### src/rtl/regfile_writeback_queue_if.sv
// Write-request channel from execute/load units into the writeback queue.
// valid/ready handshake; addr/data are the destination register and value.
// master: producer side (drives valid/addr/data); slave: queue side (drives ready).
interface regfile_writeback_queue_if #(
    parameter int ADDR_W = 2,
    parameter int DATA_W = 4
);
    logic              valid;
    logic              ready;
    logic [ADDR_W-1:0] addr;
    logic [DATA_W-1:0] data;

    modport master (output valid, output addr, output data, input ready);
    modport slave  (input valid, input addr, input data, output ready);
endinterface

### src/rtl/regfile_writeback_queue.sv
// Purpose: circular FIFO of register-file writes feeding the single write port, with newest-first bypass lookup.
// Latency: write accepted at edge N drives rf_we before edge N+1 at the earliest; no same-cycle pass-through.
// Backpressure: wr.ready = not full (or coalesce hit); purely state-based, independent of hold and same-cycle pop.
//
// Ports: clk, rst (synchronous, active high); wr (slave write channel); hold (freeze draining);
//        rf_we/rf_waddr/rf_wdata (register file write port); lk_addr1/2 -> lk_hit1/2, lk_data1/2 (bypass);
//        pending (occupied entries), empty.
// Optional build macro WB_COALESCE_EN: a write to the same address as the newest entry overwrites it in place.
module regfile_writeback_queue #(
    parameter int DATA_W = 4,
    parameter int ADDR_W = 2,
    parameter int DEPTH  = 4
) (
    input  logic                     clk,
    input  logic                     rst,
    regfile_writeback_queue_if.slave wr,
    input  logic                     hold,
    output logic                     rf_we,
    output logic [ADDR_W-1:0]        rf_waddr,
    output logic [DATA_W-1:0]        rf_wdata,
    input  logic [ADDR_W-1:0]        lk_addr1,
    output logic                     lk_hit1,
    output logic [DATA_W-1:0]        lk_data1,
    input  logic [ADDR_W-1:0]        lk_addr2,
    output logic                     lk_hit2,
    output logic [DATA_W-1:0]        lk_data2,
    output logic [$clog2(DEPTH):0]   pending,
    output logic                     empty
);
    localparam int PTR_W = $clog2(DEPTH);
    localparam int CNT_W = PTR_W + 1;

    typedef struct packed {
        logic [ADDR_W-1:0] addr;
        logic [DATA_W-1:0] data;
    } entry_t;

    entry_t             mem [DEPTH];
    logic [PTR_W-1:0]   head;
    logic [PTR_W-1:0]   tail;
    logic [CNT_W-1:0]   count;

    logic               coal_hit;
    logic               alloc;
    logic               pop;
    logic               nonempty;
    logic [PTR_W-1:0]   idx;

`ifdef WB_COALESCE_EN
    logic [PTR_W-1:0]   newest;
    logic               coal_fire;

    // The newest entry may only be rewritten when it is not leaving on this
    // edge: with two or more entries the head is older, with one it must be held.
    always_comb begin
        newest   = tail - PTR_W'(1);
        coal_hit = (count != '0) && (mem[newest].addr == wr.addr)
                   && ((count >= CNT_W'(2)) || hold);
    end
    assign coal_fire = wr.valid && coal_hit && !rst;
`else
    assign coal_hit = 1'b0;
`endif

    assign nonempty = (count != '0);
    assign wr.ready = (count < CNT_W'(DEPTH)) || coal_hit;
    assign alloc    = wr.valid && wr.ready && !coal_hit && !rst;

    // Drain is combinational from the head; the register file captures it on
    // the same edge that pops the entry.
    assign rf_we    = !rst && nonempty && !hold;
    assign pop      = rf_we;
    assign rf_waddr = (!rst && nonempty) ? mem[head].addr : '0;
    assign rf_wdata = (!rst && nonempty) ? mem[head].data : '0;

    assign pending  = count;
    assign empty    = (count == '0);

    // Scan oldest to newest so the last match (youngest entry) wins. The head
    // is included even when popping: the register file only updates at the edge.
    always_comb begin
        lk_hit1  = 1'b0;
        lk_data1 = '0;
        lk_hit2  = 1'b0;
        lk_data2 = '0;
        idx      = '0;
        for (int k = 0; k < DEPTH; k++) begin
            idx = head + PTR_W'(k);
            if (!rst && (CNT_W'(k) < count)) begin
                if (mem[idx].addr == lk_addr1) begin
                    lk_hit1  = 1'b1;
                    lk_data1 = mem[idx].data;
                end
                if (mem[idx].addr == lk_addr2) begin
                    lk_hit2  = 1'b1;
                    lk_data2 = mem[idx].data;
                end
            end
        end
    end

    always_ff @(posedge clk) begin
        if (rst) begin
            head  <= '0;
            tail  <= '0;
            count <= '0;
        end else begin
            if (alloc) tail <= tail + PTR_W'(1);
            if (pop)   head <= head + PTR_W'(1);
            case ({alloc, pop})
                2'b10:   count <= count + CNT_W'(1);
                2'b01:   count <= count - CNT_W'(1);
                default: count <= count;
            endcase
        end
    end

    // Storage is not reset; validity is tracked purely by head/count.
    always_ff @(posedge clk) begin
        if (alloc) begin
            mem[tail].addr <= wr.addr;
            mem[tail].data <= wr.data;
        end
`ifdef WB_COALESCE_EN
        if (coal_fire) mem[newest].data <= wr.data;
`endif
    end
endmodule

### src/flat_wrapper.sv
// flat-port wrapper written by rule: the top's interface ports become plain ports
module regfile_writeback_queue_flat 
#(
    parameter int DATA_W = 4,
    parameter int ADDR_W = 2,
    parameter int DEPTH  = 4
)
  (clk, rst, hold, rf_we, rf_waddr, rf_wdata, lk_addr1, lk_hit1, lk_data1, lk_addr2, lk_hit2, lk_data2, pending, empty, wr_valid, wr_addr, wr_data, wr_ready);
  regfile_writeback_queue_if #(.ADDR_W(ADDR_W), .DATA_W(DATA_W)) wr_i ();
  input  logic clk;
  input  logic rst;
  input  logic hold;
  output logic rf_we;
  output logic [ADDR_W-1:0] rf_waddr;
  output logic [DATA_W-1:0] rf_wdata;
  input  logic [ADDR_W-1:0] lk_addr1;
  output logic lk_hit1;
  output logic [DATA_W-1:0] lk_data1;
  input  logic [ADDR_W-1:0] lk_addr2;
  output logic lk_hit2;
  output logic [DATA_W-1:0] lk_data2;
  output logic [$clog2(DEPTH):0] pending;
  output logic empty;
  input wire logic [$bits(wr_i.valid)-1:0] wr_valid;
  input wire logic [$bits(wr_i.addr)-1:0] wr_addr;
  input wire logic [$bits(wr_i.data)-1:0] wr_data;
  output wire logic [$bits(wr_i.ready)-1:0] wr_ready;
  assign wr_i.valid = wr_valid;
  assign wr_i.addr = wr_addr;
  assign wr_i.data = wr_data;
  assign wr_ready = wr_i.ready;
  regfile_writeback_queue #(.DATA_W(DATA_W), .ADDR_W(ADDR_W), .DEPTH(DEPTH)) u_core (.clk(clk), .rst(rst), .wr(wr_i), .hold(hold), .rf_we(rf_we), .rf_waddr(rf_waddr), .rf_wdata(rf_wdata), .lk_addr1(lk_addr1), .lk_hit1(lk_hit1), .lk_data1(lk_data1), .lk_addr2(lk_addr2), .lk_hit2(lk_hit2), .lk_data2(lk_data2), .pending(pending), .empty(empty));
endmodule
### config.mk
export PLATFORM = sky130hd
export DESIGN_NAME = regfile_writeback_queue_flat
export DESIGN_NICKNAME = d
export VERILOG_FILES = /design/src/rtl/regfile_writeback_queue_if.sv /design/src/rtl/regfile_writeback_queue.sv /design/src/flat_wrapper.sv
export SDC_FILE = /design/constraint.sdc
export NUM_CORES = 1
export LEC_CHECK = 0
export CAP_MARGIN = 15
export CELL_PAD_IN_SITES_DETAIL_PLACEMENT = 2
export CELL_PAD_IN_SITES_GLOBAL_PLACEMENT = 2
export CORE_ASPECT_RATIO = 1.5
export CORE_MARGIN = 2
export CORE_UTILIZATION = 25
export CTS_CLUSTER_DIAMETER = 50
export DETAILED_ROUTE_END_ITERATION = 8
export PLACE_DENSITY_LB_ADDON = 0.1
export SETUP_SLACK_MARGIN = 0.15
export SLEW_MARGIN = 5
export SYNTH_ARGS = -nofsm -noshare
export SYNTH_HDL_FRONTEND = slang
export SYNTH_SLANG_ARGS = --single-unit
### constraint.sdc
create_clock -name clk -period 4.6 [get_ports clk]
set_input_delay 0.92 -clock clk [delete_from_list [all_inputs] [get_ports clk]]
set_output_delay 0.92 -clock clk [all_outputs]
set_load 0.005 [all_outputs]
**Word level (Yosys, flattened, before mapping)**

Memory sizes are Yosys's and may differ from the RTL's. A register that Yosys moved wholly into a read port is not among the register bits.
Index checks and enable logic that the tools add are counted.

- $add $sub $neg: 6
- Multipliers: 0
- Divide/modulo/power cells: 0
- $lt $le $gt $ge: 5
- Equal/unequal tests: 10
- Shifts and indexed selects: 0
- Muxes and demuxes: 39
- Bitwise operators: 0
- Reduce and logical (&&, ||, !) cells: 13

Operators with widths:

| operator | count |
|---|---|
| two-way mux 4 bit | 17 |
| two-way mux 1 bit | 18 |
| equality test 2 bit | 8 |
| logical AND 1 bit | 8 |
| < comparator 1 x 3 -> 1 bit (first input constant) | 2 |
| < comparator 2 x 3 -> 1 bit (first input constant) | 2 |
| two-way mux 2 bit | 3 |
| case mux 3 bit (2 select lines) | 1 |
| adder 2 x 1 -> 2 bit (second input constant) | 2 |
| adder 2 bit (second input constant) | 2 |
| adder 3 x 1 -> 3 bit (second input constant) | 1 |
| zero test 3 bit | 1 |
| < comparator 3 bit (second input constant) | 1 |
| nonzero test 3 bit | 1 |
| subtractor 3 x 1 -> 3 bit (second input constant) | 1 |
| equality test 2 x 1 -> 1 bit (second input constant) | 1 |
| equality test 2 bit (second input constant) | 1 |
| zero test 1 bit | 2 |
| nonzero test 2 bit | 1 |

- Register bits: 7
- Latch bits: 0
- RAM bits: 24
- Bits in read-only memories: 0
- Input bits: 14
- Output and inout bits: 22
- Memories: 1

Memories:

| memory | words | width | read ports | clocked after memory_dff | wr ports | RTL line | text |
|---|---|---|---|---|---|---|---|
| u_core.mem | 4 | 6 | 4 | 1 | 1 | regfile_writeback_queue.sv:38 | `entry_t mem [DEPTH];` |

**Depth between registers and ports, before layout**

- Word-level depth: 9
- Depth in mapped cells: 8

**Worst setup path after synthesis**

OpenSTA, ideal clock, no wires.

- Kind: input to output
- From: input port rst
- To: output port lk_data2[0]
- Data arrival time: 1.973 ns
- Data required time: 3.680 ns
- Setup slack: 1.707 ns
- Cell stages on the path: 5
- Path through: inv_1 o31ai_1 nor3_1 nand3b_1 a311oi_1

- Cells in the longest elaborated chain, start to end: 9
- Elaborated cells on any way between the ends: 12
- Those cells by class: mux: 7; reduce/logical: 5

RTL lines:

| element | RTL line | text |
|---|---|---|
| from (decl) | flat_wrapper.sv:11 | `input logic rst;` |
| zero test 1 bit * | regfile_writeback_queue.sv:89 | `if (!rst && (CNT_W'(k) < count)) begin` |
| logical AND 1 bit | regfile_writeback_queue.sv:89 |  |
| two-way mux 4 bit | regfile_writeback_queue.sv:89 |  |
| two-way mux 4 bit | regfile_writeback_queue.sv:94 | `if (mem[idx].addr == lk_addr2) begin` |
| two-way mux 4 bit | regfile_writeback_queue.sv:89 |  |
| two-way mux 4 bit | regfile_writeback_queue.sv:94 |  |
| two-way mux 4 bit | regfile_writeback_queue.sv:89 |  |
| two-way mux 4 bit | regfile_writeback_queue.sv:94 |  |
| two-way mux 4 bit * | regfile_writeback_queue.sv:89 |  |
| to (decl) | flat_wrapper.sv:21 | `output logic [DATA_W-1:0] lk_data2;` |

Every way passes the cells marked *; elsewhere a longest branch is shown, timed or not.

**Worst setup path in the final report**

- From: input port rst
- To: output port lk_data1[3]

- Cells in the longest elaborated chain, start to end: 9
- Elaborated cells on any way between the ends: 12
- Those cells by class: mux: 7; reduce/logical: 5

RTL lines:

| element | RTL line | text |
|---|---|---|
| zero test 1 bit * | regfile_writeback_queue.sv:89 |  |
| logical AND 1 bit | regfile_writeback_queue.sv:89 |  |
| two-way mux 4 bit | regfile_writeback_queue.sv:89 |  |
| two-way mux 4 bit | regfile_writeback_queue.sv:90 | `if (mem[idx].addr == lk_addr1) begin` |
| two-way mux 4 bit | regfile_writeback_queue.sv:89 |  |
| two-way mux 4 bit | regfile_writeback_queue.sv:90 |  |
| two-way mux 4 bit | regfile_writeback_queue.sv:89 |  |
| two-way mux 4 bit | regfile_writeback_queue.sv:90 |  |
| two-way mux 4 bit * | regfile_writeback_queue.sv:89 |  |
| to (decl) | flat_wrapper.sv:18 | `output logic [DATA_W-1:0] lk_data1;` |

Marked as above.

==> results by group <==
Yosys
  • Syn avg cell area: 12.1 sq um
  • Post-synthesis adder-cell area fraction: 4.73%
  • Mapped cell area: around 2400 sq um
  • Flop and latch count out of synthesis: 33
  • Post-Syn Instances: roughly 200
  • Seq/Total Area, Yosys: between 30% and 40%
  • Netlist cell types: 32
  • Mux cell area share after synthesis: 23.9%
  • Compound-gate portion of the synthesized area: ~7.5%
  • Main combinational cell family by area after synthesis: multiplexers
  • Synthesis warning total: 0
  • Synth Area in Simple Gates: between 15 and 20%
  • Net Count, Synth: 220
  • Post-Synth XOR/XNOR Area: around 7.7%

Setup path
  • Setup crit start kind: primary input
  • Reg-to-reg setup timing slack: ~2.1 ns
  • Critical path fanouts, max: 10
  • Crit path max-delay family: buffers and inverters
  • CP max-delay cell: clkdlybuf4s50_1
  • RR Endpoint: u_core.pending[2]$_SDFFE_PP0P_
  • Worst path max stage delay: 0.54 ns
  • WP data required: 3.68 ns
  • Critical path arrival: between 3 and 4 ns
  • Number of buffers and inverters on the critical path: 3
  • Critical path, cell by cell: clkdlybuf4s50_1, inv_1, o31ai_1, nor3_2, a311oi_1, o31ai_1, clkdlybuf4s50_1
  • Worst R2R Start: u_core.pending[0]$_SDFFE_PP0P_
  • R2R depth: 7
  • CP endpoint kind: primary output
  • Critical path class: in2out

Route
  • 1st-iter DRT viols: 29
  • Met2 wire length: approximately 3500 um
  • Final wirelength: around 6500 um
  • Highest routed layer: met4
  • WL/cell: between 15 and 20 um
  • Detail Route Antenna Nets: 0
  • Vias: between 1.5k and 2k
  • Wire length on met1: approximately 2700 um
  • Drt via density: 5.07
  • Met3 wire len: ~180 um
  • Drt pass-1 iters: 4
  • DRC Markers: 0

Global routing
  • Vias in the first global route: around 1.9k
  • Pin count of the biggest net entering global routing: 15
  • First-pass GRT wire length: about 10000 um
  • GR Overflow Total: 0
  • Initial antenna violation count: 0
  • Overall routing resource usage: a little over an eighth

Final layout
  • Nets: about 260
  • Number of diodes: 0
  • Area of the multi-input gates: between 1000 and 1500 sq um
  • Filler cell count in the final layout: between 1k and 1.5k
  • Layout cell share with drive strength beyond 1: roughly 14%
  • Area delta synth->final: 26.9%
  • Register area: approximately 900 sq um

Clocking
  • Clock Latency Late Sink: approximately 0.28 ns
  • Root Driver: clkbuf_16
  • CTS tree: done
  • Worst-path clk slew: 0.05 ns
  • TritonCTS sink count: 33
  • Hold buffer count at cts: 0
  • Post-cts resize count: 0
  • Deepest level of the CTS H-tree: 2
  • Num CTS Buffers: 5
  • Post-CTS Setup Bufs: 0
  • Clock Tree Buf Depth: 2

Floorplan
  • Row cnt: 43
  • CORE AREA: roughly 9300 sq um
  • Die height: 123 um
  • Die area: about 10000 sq um
  • Die Wd: 83.7 um
  • Initial Utilization: between 20% and 30%
  • I/O pins: 36

STA
  • RSZ-0062 raised after global routing: false
  • Worst-Margin Slew: between 0.5 and 0.6 ns
  • TNS Setup: 0 ns
  • Final hold violations: 0
  • Period Utilization, post-route: ~89%
  • Setup Skew: roughly 0.0045 ns
  • Final hold slack: around 0.55 ns
  • Final Setup Violations: 0
  • Max transition margin: a little over three fifths
  • Period minus WS final: between 4 and 5 ns
  • Max Slew Vio Count: 0
  • FMAX: 0.245 GHz

Power
  • Clock power share: between 30 and 40%
  • Leakage: 0.994 nW
  • Sequential share of power: between 30 and 40%
  • Sw Share: 25.9%
  • Power Density: roughly 320 nW/um^2
  • Int Power: between 0.7 and 0.8 mW
  • Net switching power: roughly 0.25 mW
  • Worst vdd ir: between 0.0001 and 0.00015 V
  • Gate power share: around 24%

Flow run
  • MaxCap Viol Count: 0

Worst hold path
  • Hold path depth: 2
  • Hold EP: u_core.tail[1]$_SDFFE_PP0P_
  • Min-Delay Startpoint: u_core.tail[1]$_SDFFE_PP0P_
  • Worst Hold Class: reg2reg

Placed design
  • Port Buf Inserts: 35
  • Detailed placement HPWL: approximately 5500 um
  • Gpl congestion: 0.718

Outcome
  • Outcome: finished clean
registers in the layout (all words and copies together), names as in the netlist, named ones only:
name	flops
u_core.head	2
u_core.mem	24
u_core.pending	3
u_core.tail	2
cells in the final DEF, fill, tap and decap left out, types with 2 or more instances in the layout:
| cell | n |
|---|---|
| a21oi_1 | 2 |
| a311oi_1 | 8 |
| and2_1 | 7 |
| and3_1 | 8 |
| buf_4 | 4 |
| clkbuf_16 | 5 |
| clkdlybuf4s50_1 | 35 |
| dfxtp_1 | 9 |
| edfxtp_1 | 24 |
| ha_1 | 9 |
| inv_1 | 8 |
| mux4_1 | 5 |
| mux4_2 | 19 |
| nand2_1 | 11 |
| nand3_1 | 4 |
| nand3b_1 | 4 |
| nor2_1 | 19 |
| nor2b_1 | 2 |
| nor3_1 | 10 |
| o211ai_1 | 3 |
| o31ai_1 | 6 |
| xnor2_1 | 12 |
| xor2_1 | 9 |
worst max path at each step:
stage                                startpoint          end  slack [ns]  cells past startpoint
finish                                      rst  lk_data1[3]        0.51                      7
global route        u_core.head[0]$_SDFFE_PP0P_  lk_data1[1]        0.35                      6
CTS                                         rst  lk_data1[3]        0.48                      7
detailed placement                          rst  lk_data1[3]        0.48                      7
global placement                            rst  lk_data2[3]        0.51                      7
floorplan                                   rst  lk_data2[0]        1.71                      5
per-layer routing:
metal / vias up / global-route usage (%)
met2: 31 / 24.1
met1: 883 / 15.0
met4: 0 / 5.24
met5: - / 0
li1: 837 / -
met3: 9 / 2.07
layout make-up:
class | instances | share of cell area [%]
clock inverters | 3 | 1.37
clock buffers | 5 | 4.14
inverters | 8 | 0.994
multi-input cells | 147 | 46.4
flip-flops and latches | 33 | 29.8
repair buffers | 39 | 12.6
well taps | 112 | 4.64
stage by stage:
stage	setup slack, ns	std cells	total power, mW	util [%]	area, sq um
final	0.511	347	0.965	32.6	3020
after global routing	0.352	347	1.01	32.6	3020
after CTS	0.481	347	0.978	32.6	3020
after detailed placement	0.477	339	0.603	30.8	2850
after global placement	0.509	339	0.603	30.8	2850
after floorplan	1.71	197	0.497	-	2380
cell usage after synthesis, drive strengths merged:
master  count  share of area [%]
xor2        9                3.3
nor2b       2               0.53
xnor2      12                4.4
and3        8                2.1
a311oi      8                2.9
o211ai      3               0.95
clkbuf      4               0.63
o21ai       1               0.21
edfxtp     24                 30
a211oi      1               0.32
nand2      11                1.7
dfxtp       9                7.6
inv         8                1.3
o31ai       6                1.9
ha          9                4.7
a21oi       2               0.42
mux2i       1               0.42
mux4       24                 24
o21ba       1               0.42
nand3b      4                1.3
buf         5                1.3
nand3       4               0.84
nor3       11                2.5
and2        7                1.8
nor2       19                3.0
or3         1               0.26
o21a        1               0.32
and4bb      1               0.53
or3b        1               0.47
logic make-up (layout without fill, tap and decap cells):
logic type                 Yosys count  in the layout
AOI/OAI and AO/OA                   23             23
DFF                                 33             33
muxes                               25             25
buffers and inverters               17             55
xor gates and xnor gates            21             21
adders and majority gates            9              9
and+or+nand+nor                     69             69
worst min-delay path, delay by kind of cell, from the launching register on:
kind                   cells  cell delay (ns)
DFF                        1             0.32
buffers and inverters      1             0.10
AOI/OAI and AO/OA          1             0.08
power groups by stage:
stage	clock, mW	combinational, mW	sequential [mW]
floorplan	0	0.144	0.353
global route	0.392	0.258	0.363
detailed placement	0	0.237	0.366
CTS	0.380	0.238	0.360
finish	0.372	0.234	0.359
global placement	0	0.238	0.366
Power figures use the tool's default switching activity.
